`config.mk`:
```
export PLATFORM = sky130hd
export DESIGN_NAME = window_gen_5x5_6bit_flat
export DESIGN_NICKNAME = d
export VERILOG_FILES = /design/src/rtl/window_gen_5x5_6bit_if.sv /design/src/rtl/window_gen_5x5_6bit.sv /design/src/flat_wrapper.sv
export SDC_FILE = /design/constraint.sdc
export NUM_CORES = 1
export LEC_CHECK = 0
export CELL_PAD_IN_SITES_DETAIL_PLACEMENT = 0
export CELL_PAD_IN_SITES_GLOBAL_PLACEMENT = 1
export CORE_AREA = 2 2 270 339
export CTS_CLUSTER_DIAMETER = 120
export DETAILED_ROUTE_END_ITERATION = 10
export DIE_AREA = 0 0 272 341
export GPL_ROUTABILITY_DRIVEN = 0
export HOLD_SLACK_MARGIN = 0.03
export PLACE_DENSITY = 0.67
export SYNTH_ARGS = -nofsm -noshare
export SYNTH_HDL_FRONTEND = slang
export SYNTH_SLANG_ARGS = --single-unit
```
`constraint.sdc`:
```
create_clock -name clk -period 6.15 [get_ports clk]
set_input_delay 1.23 -clock clk [delete_from_list [all_inputs] [get_ports clk]]
set_output_delay 1.23 -clock clk [all_outputs]
set_load 0.05 [all_outputs]
```
`src/rtl/window_gen_5x5_6bit_if.sv`:
```
// Pixel-in / window-out stream bundle for window_gen_5x5_6bit.
// slave = the window generator, master = the pixel source / window sink side.
interface window_gen_5x5_6bit_if;
  logic         pix_valid;
  logic         pix_ready;
  logic         pix_sof;
  logic [5:0]   pix_data;
  logic         win_valid;
  logic         win_ready;
  logic [149:0] win_data;
  logic         frame_done;

  modport master (
    output pix_valid, pix_sof, pix_data, win_ready,
    input  pix_ready, win_valid, win_data, frame_done
  );

  modport slave (
    input  pix_valid, pix_sof, pix_data, win_ready,
    output pix_ready, win_valid, win_data, frame_done
  );
endinterface

```
`src/rtl/window_gen_5x5_6bit.sv`:
```
// Streaming 5x5 window generator: four line buffers plus a 5x5 shift array feeding a 6-bit conv block.
// Optional kernel register file is enabled by defining WINGEN_KERNEL_REGS_EN.
module window_gen_5x5_6bit #(
  parameter int IMG_W = 32,
  parameter int IMG_H = 32
) (
  input  logic                  clk,
  input  logic                  rst_n,
  window_gen_5x5_6bit_if.slave  bus
`ifdef WINGEN_KERNEL_REGS_EN
  ,
  input  logic                  kern_we,
  input  logic [4:0]            kern_addr,
  input  logic [5:0]            kern_wdata,
  output logic [149:0]          kern_data
`endif
);

  localparam int CW = (IMG_W > 1) ? $clog2(IMG_W) : 1;
  localparam int RW = (IMG_H > 1) ? $clog2(IMG_H) : 1;
  localparam logic [CW-1:0] COL_LAST = CW'(IMG_W - 1);
  localparam logic [RW-1:0] ROW_LAST = RW'(IMG_H - 1);
  localparam logic [CW-1:0] COL_FIRST_WIN = CW'(4);
  localparam logic [RW-1:0] ROW_FIRST_WIN = RW'(4);

  logic [CW-1:0]  col, pos_col;
  logic [RW-1:0]  row, pos_row;
  logic           accept, win_hit, last_pix;
  logic [5:0]     lb [4][IMG_W];
  logic [5:0]     arr [5][5];
  logic [5:0]     arr_nxt [5][5];
  logic [149:0]   win_flat;

  assign bus.pix_ready = !bus.win_valid || bus.win_ready;
  assign accept        = bus.pix_valid && bus.pix_ready;

  // sof pins the current pixel to (0,0) whatever the counters say
  assign pos_col  = bus.pix_sof ? '0 : col;
  assign pos_row  = bus.pix_sof ? '0 : row;
  assign win_hit  = (pos_row >= ROW_FIRST_WIN) && (pos_col >= COL_FIRST_WIN);
  assign last_pix = (pos_row == ROW_LAST) && (pos_col == COL_LAST);

  always_comb begin
    for (int r = 0; r < 5; r++) begin
      for (int c = 0; c < 4; c++) begin
        arr_nxt[r][c] = arr[r][c+1];
      end
    end
    // newest column: r=0 is the oldest row (lb[3]), r=4 is the live pixel
    for (int r = 0; r < 4; r++) begin
      arr_nxt[r][4] = lb[3-r][pos_col];
    end
    arr_nxt[4][4] = bus.pix_data;
  end

  always_comb begin
    win_flat = '0;
    for (int k = 0; k < 25; k++) begin
      win_flat[6*k +: 6] = arr_nxt[k/5][k%5];
    end
  end

  // storage without reset: contents are only exposed after four fresh rows
  always_ff @(posedge clk) begin
    if (accept) begin
      lb[0][pos_col] <= bus.pix_data;
      for (int i = 1; i < 4; i++) begin
        lb[i][pos_col] <= lb[i-1][pos_col];
      end
      for (int r = 0; r < 5; r++) begin
        for (int c = 0; c < 5; c++) begin
          arr[r][c] <= arr_nxt[r][c];
        end
      end
    end
  end

  always_ff @(posedge clk or negedge rst_n) begin
    if (!rst_n) begin
      col            <= '0;
      row            <= '0;
      bus.win_valid  <= 1'b0;
      bus.win_data   <= '0;
      bus.frame_done <= 1'b0;
    end else begin
      bus.frame_done <= accept && last_pix;
      if (accept) begin
        if (pos_col == COL_LAST) begin
          col <= '0;
          row <= (pos_row == ROW_LAST) ? '0 : pos_row + 1'b1;
        end else begin
          col <= pos_col + 1'b1;
          row <= pos_row;
        end
      end
      if (accept && win_hit) begin
        bus.win_valid <= 1'b1;
        bus.win_data  <= win_flat;
      end else if (bus.win_ready) begin
        bus.win_valid <= 1'b0;
      end
    end
  end

`ifdef WINGEN_KERNEL_REGS_EN
  logic [5:0] kern_regs [25];

  always_ff @(posedge clk or negedge rst_n) begin
    if (!rst_n) begin
      for (int k = 0; k < 25; k++) begin
        kern_regs[k] <= '0;
      end
    end else if (kern_we && (kern_addr <= 5'd24)) begin
      kern_regs[kern_addr] <= kern_wdata;
    end
  end

  always_comb begin
    kern_data = '0;
    for (int k = 0; k < 25; k++) begin
      kern_data[6*k +: 6] = kern_regs[k];
    end
  end
`endif

endmodule

```
`src/flat_wrapper.sv`:
```
// flat-port wrapper written by rule: the top's interface ports become plain ports
module window_gen_5x5_6bit_flat 
#(
  parameter int IMG_W = 32,
  parameter int IMG_H = 32
)
  (clk, rst_n, bus_pix_valid, bus_pix_sof, bus_pix_data, bus_win_ready, bus_pix_ready, bus_win_valid, bus_win_data, bus_frame_done);
  window_gen_5x5_6bit_if bus_i ();
  input  logic clk;
  input  logic rst_n;
  input wire logic [$bits(bus_i.pix_valid)-1:0] bus_pix_valid;
  input wire logic [$bits(bus_i.pix_sof)-1:0] bus_pix_sof;
  input wire logic [$bits(bus_i.pix_data)-1:0] bus_pix_data;
  input wire logic [$bits(bus_i.win_ready)-1:0] bus_win_ready;
  output wire logic [$bits(bus_i.pix_ready)-1:0] bus_pix_ready;
  output wire logic [$bits(bus_i.win_valid)-1:0] bus_win_valid;
  output wire logic [$bits(bus_i.win_data)-1:0] bus_win_data;
  output wire logic [$bits(bus_i.frame_done)-1:0] bus_frame_done;
  assign bus_i.pix_valid = bus_pix_valid;
  assign bus_i.pix_sof = bus_pix_sof;
  assign bus_i.pix_data = bus_pix_data;
  assign bus_i.win_ready = bus_win_ready;
  assign bus_pix_ready = bus_i.pix_ready;
  assign bus_win_valid = bus_i.win_valid;
  assign bus_win_data = bus_i.win_data;
  assign bus_frame_done = bus_i.frame_done;
  window_gen_5x5_6bit #(.IMG_W(IMG_W), .IMG_H(IMG_H)) u_core (.clk(clk), .rst_n(rst_n), .bus(bus_i));
endmodule
```
## Word level (Yosys, flattened, before mapping)

Memory sizes are Yosys's and may differ from the RTL's.
Index checks and enable logic that the tools add are counted.

| word-level totals | value |
|---|---|
| flip-flop bits (word level) | 162 |
| RAM bits | 918 |
| logic and storage cells | 49 |
| memories | 2 |

| cells by class | value |
|---|---|
| $add $sub $neg | 2 |
| order comparisons | 4 |
| eq/ne operators | 2 |
| mux-type cells | 24 |
| bitwise operators | 1 |
| reductions and logical operators | 9 |

Memory list:

| name | words | bits a word | read ports | clocked after memory_dff | wr ports | RTL line | source |
|---|---|---|---|---|---|---|---|
| u_core.lb | 4 | 192 | 4 | 0 | 4 | window_gen_5x5_6bit.sv:29 | `logic [5:0] lb [4][IMG_W];` |
| u_core.arr | 5 | 30 | 5 | 0 | 5 | window_gen_5x5_6bit.sv:30 | `logic [5:0] arr [5][5];` |

Operator list:

| operator | number |
|---|---|
| two-way mux 192 bit | 1 |
| binary-select mux 6 bit (select 5 bit) | 4 |
| two-way mux 6 bit | 9 |
| demux 6 bit (select 5 bit) | 1 |
| two-way mux 5 bit | 5 |
| adder 5 x 1 -> 5 bit, second input constant | 2 |
| equality test 5 bit, second input constant | 2 |
| greater-or-equal comparator 5 x 3 -> 1 bit, second input constant | 2 |
| greater-or-equal comparator 6 bit, second input constant | 1 |
| logical AND 1 bit | 6 |
| < comparator 6 x 1 -> 1 bit, second input constant | 1 |
| NOT 5 -> 6 bit | 1 |
| two-way mux 1 bit | 4 |
| nonzero test 2 bit | 1 |
| zero test 1 bit | 1 |
| logical OR 1 bit | 1 |

## Longest topological paths before layout

| logic depth | value |
|---|---|
| depth in word-level cells | 7 |
| mapped depth | 17 |

## Least setup slack after synthesis

No wires, ideal clock.

| timing | value |
|---|---|
| kind | input -> register |
| start point | input port bus_win_ready |
| end point | memory u_core.lb[0][102] in the netlist's numbering (enable) |
| arrival time | 6.465 ns |
| slack | -0.720 ns |
| cell stages on the path | 6 |
| path buffers | 1 |
| cells stage by stage | nand2b_1 > clkbuf_1 > nand2_1 > inv_1 > nand2_1 > nor2_1 |

RTL lines:

| item | RTL line | source |
|---|---|---|
| start: declaration | flat_wrapper.sv:14 | `input wire logic [$bits(bus_i.win_ready)-1:0] bus_win_ready;` |
| end: declaration | window_gen_5x5_6bit.sv:29 |  |

==> impl_metrics.ini <==
[clocking]
cts_root_buffer = clkbuf_16
post_cts_resized = 0
h-tree-depth = 3
clk_path_buf_depth = 3
cts_buffers = 94
clock-sinks = 1050
clkTransAtPathRegs_ns = 0.07
cts-hold-fix-buffers = 0
cts_setup_buffers = 0
clock_latency_ns = 0.67
cts_tree = built

[setup_path]
required_ns = 6.54
crit_path_start_kind = register
setup.worst_path.class = reg2reg
end_kind = register
path_delay_family = buffers and inverters
crit_chain = buf_4 -> nor3b_4 -> buf_4 -> a22oi_1 -> o21ai_0 -> a2111oi_0 -> nand3_1 -> buf_4
cp_num_buf_inv = 3
crit_arrival_ns = 4.52
cpPeakStageDelay_ns = 0.83
path_common_cell = buf_4
slowest_stage = dfrtp_2
cp_max_fo = 37

[die]
pin_count = 164
fp.dieW_um = 272
rows = 123
die-area_sq_mm = 0.0928
start_util = 0.447
core_area_sq_mm = 0.0894
dieHeight_um = 341

[global_route]
grt_pass1_wl_mm = 155
grt_max_degree = 143
grt_use_total = 0.227
gr-total-overflow = 0
grt_pass1_vias = 21600
antenna_found_initial = 2

[placement]
place.port_buffers = 163
dp.cells = 3567
dp_hpwl_mm = 65.2
postPlaceCellArea_sq_mm = 0.0434

[pwr]
p_switching_uw = 4050
irDropWorstVdd_mv = 0.227
intPower_uw = 12100
clockPowerShare = 0.356
p_seq_frac = 0.529
cellPowerDensity_mw_per_mm2 = 348
leakagePower_uw = 0.0160
switching_share = 0.251
combPwrFrac = 0.115

[sta]
maxSlewViolCount = 0
setup_viol = 0
period_share = 0.670
worst_hold_slack_ns = 0.439
rsz0062_at_grt = no
clock.fmax_mhz = 243
finClkSkew_ns = 0.0227
fin_setup_tns_ns = 0
period_minus_slack_ns = 4.12
slew_headroom = 0.0944
worst_slew_pin_slew_ns = 1.36
hold_viol_final = 0

[synth]
synth_compound_gate_area_share = 0.0716
synth_flop_cell = edfxtp_1
syn_area_per_cell_sq_um = 17.6
synthXorXnorAreaFrac = 0.000439
synth-seq-area-share = 0.769
synth_fa_ha_area_frac = 0.00251
yosys_warnings = 0
synth.area.mux_share = 0.0912
synthSimpleGateAreaFrac = 0.0451
yosysUniqueCellTypes = 76
synth_cells = 2264
synth_nets = 2283
async_flop_share = 0.154
synth_top_family_by_area = multiplexers
synth_edf_count = 888
synth_seq_cells = 1050
syn-cell-area_sq_mm = 0.0399

[run]
max_cap_violations = 0

[detailed_routing]
drc = 0
antenna_left = 0
drt-pass1-iter-count = 7
routedWlPerCell_um = 28.3
num_vias = 22200
wirelength_mm = 106
viasPerCell = 5.93
drtIter0Drc = 2813

[final_layout]
design_area_sq_mm = 0.0463
final_cells = 3739
final_cell_mix = 888 x edfxtp_1, 252 x mux2_2, 160 x dfrtp_1, 159 x clkdlybuf4s50_1, 109 x nand2_1
fin_nets = 2495
diodes = 0
final_layout_size_suffix_gt1_frac = 0.224
final_core_util = 0.518
final_common_cell = edfxtp_1
syn2layout_area_growth_pct = 16.1

[worst_hold_path]
holdCritPathClass = reg2reg

[outcome]
status = finished, final reports clean
==> worst register-to-register path: cells and delay by family (launching register included) <==
kind | cells | cell delay, ns
flops | 1 | 0.83
simple gates | 2 | 0.64
buf+inv | 3 | 1.24
compound gates | 3 | 1.12
==> synth_stat cells, types with 33 or more instances <==
master	count	share of area
mux2_2	252	0.071
a21oi_1	82	0.010
buf_2	44	0.0055
mux2i_1	55	0.014
dfrtp_1	162	0.10
o22ai_1	50	0.0078
nand2_1	109	0.010
nor2_1	86	0.0081
a221oi_1	48	0.011
edfxtp_1	888	0.67
o21ai_0	33	0.0041
clkbuf_1	58	0.0055
==> path summary, 6_finish.rpt <==
| check | to | slack, ns | cells after the start | start |
|---|---|---|---|---|
| setup / recovery | u_core.lb[2][25] | 2.03 | 8 | u_core.col[1] |
| hold / removal | u_core.arr[3][21] | 0.44 | 0 | u_core.arr[3][15] |
| setup reg to reg | u_core.lb[2][25] | 2.03 | 8 | u_core.col[1] |
| hold reg to reg | u_core.arr[3][21] | 0.44 | 0 | u_core.arr[3][15] |
| max in group asynchronous | u_core.col[0] | 4.31 | 2 | rst_n |
| min in group asynchronous | u_core.bus.win_data[107] | 0.55 | 1 | rst_n |
==> stage by stage <==
stage	setup slack (ns)	total power, uW
6_report	2.03	16100
4_1_cts	2.11	16200
2_1_floorplan	0.676	9660
3_3_place_gp	1.41	10500
5_1_grt	1.85	16700
3_5_place_dp	1.43	10500
==> area by class of cell <==
class / instances / area [sq um]
multi-input cells: 1062 / 8660
clock inverters: 54 / 434
inverters: 9 / 40.0
fillers: 7177 / 43100
repair buffers: 259 / 2440
well taps: 1187 / 1490
clock buffers: 118 / 2560
flip-flops and latches: 1050 / 30700
==> state kept, by name, summed over array words and instances, names as in the netlist <==
register and flops:
u_core.lb 768, u_core.bus.win_data 150, u_core.row 5, u_core.bus.win_valid 1, u_core.col 5, u_core.arr 120
u_core.bus.frame_done 1
==> power by group through the flow <==
stage	Clock, uW	Combinational, uW	Sequential, uW
4_1_cts	5850	1860	8540
5_1_grt	6140	1980	8550
3_3_place_gp	0	1820	8680
3_5_place_dp	0	1860	8690
6_report	5750	1860	8530
2_1_floorplan	0	1000	8660
==> per-layer routing <==
| layer | routed length, um | vias up | track usage |
|---|---|---|---|
| li1 | - | 9459 | - |
| met1 | 44100 | 11500 | 0.318 |
| met2 | 50600 | 1099 | 0.370 |
| met3 | 8430 | 145 | 0.0324 |
| met4 | 2730 | 0 | 0.0710 |
| met5 | 0 | - | 0 |
==> kinds of logic (layout without fill, tap and decap cells) <==
logic type      after synthesis  count (layout)
buf+inv                     152             440
mux                         321             321
compound gates              392             392
simple gates                339             339
flops                      1050            1050
fa+ha+maj                     8               8
xor+xnor                      2               2
No activity file was read; power rests on OpenSTA's default activity.
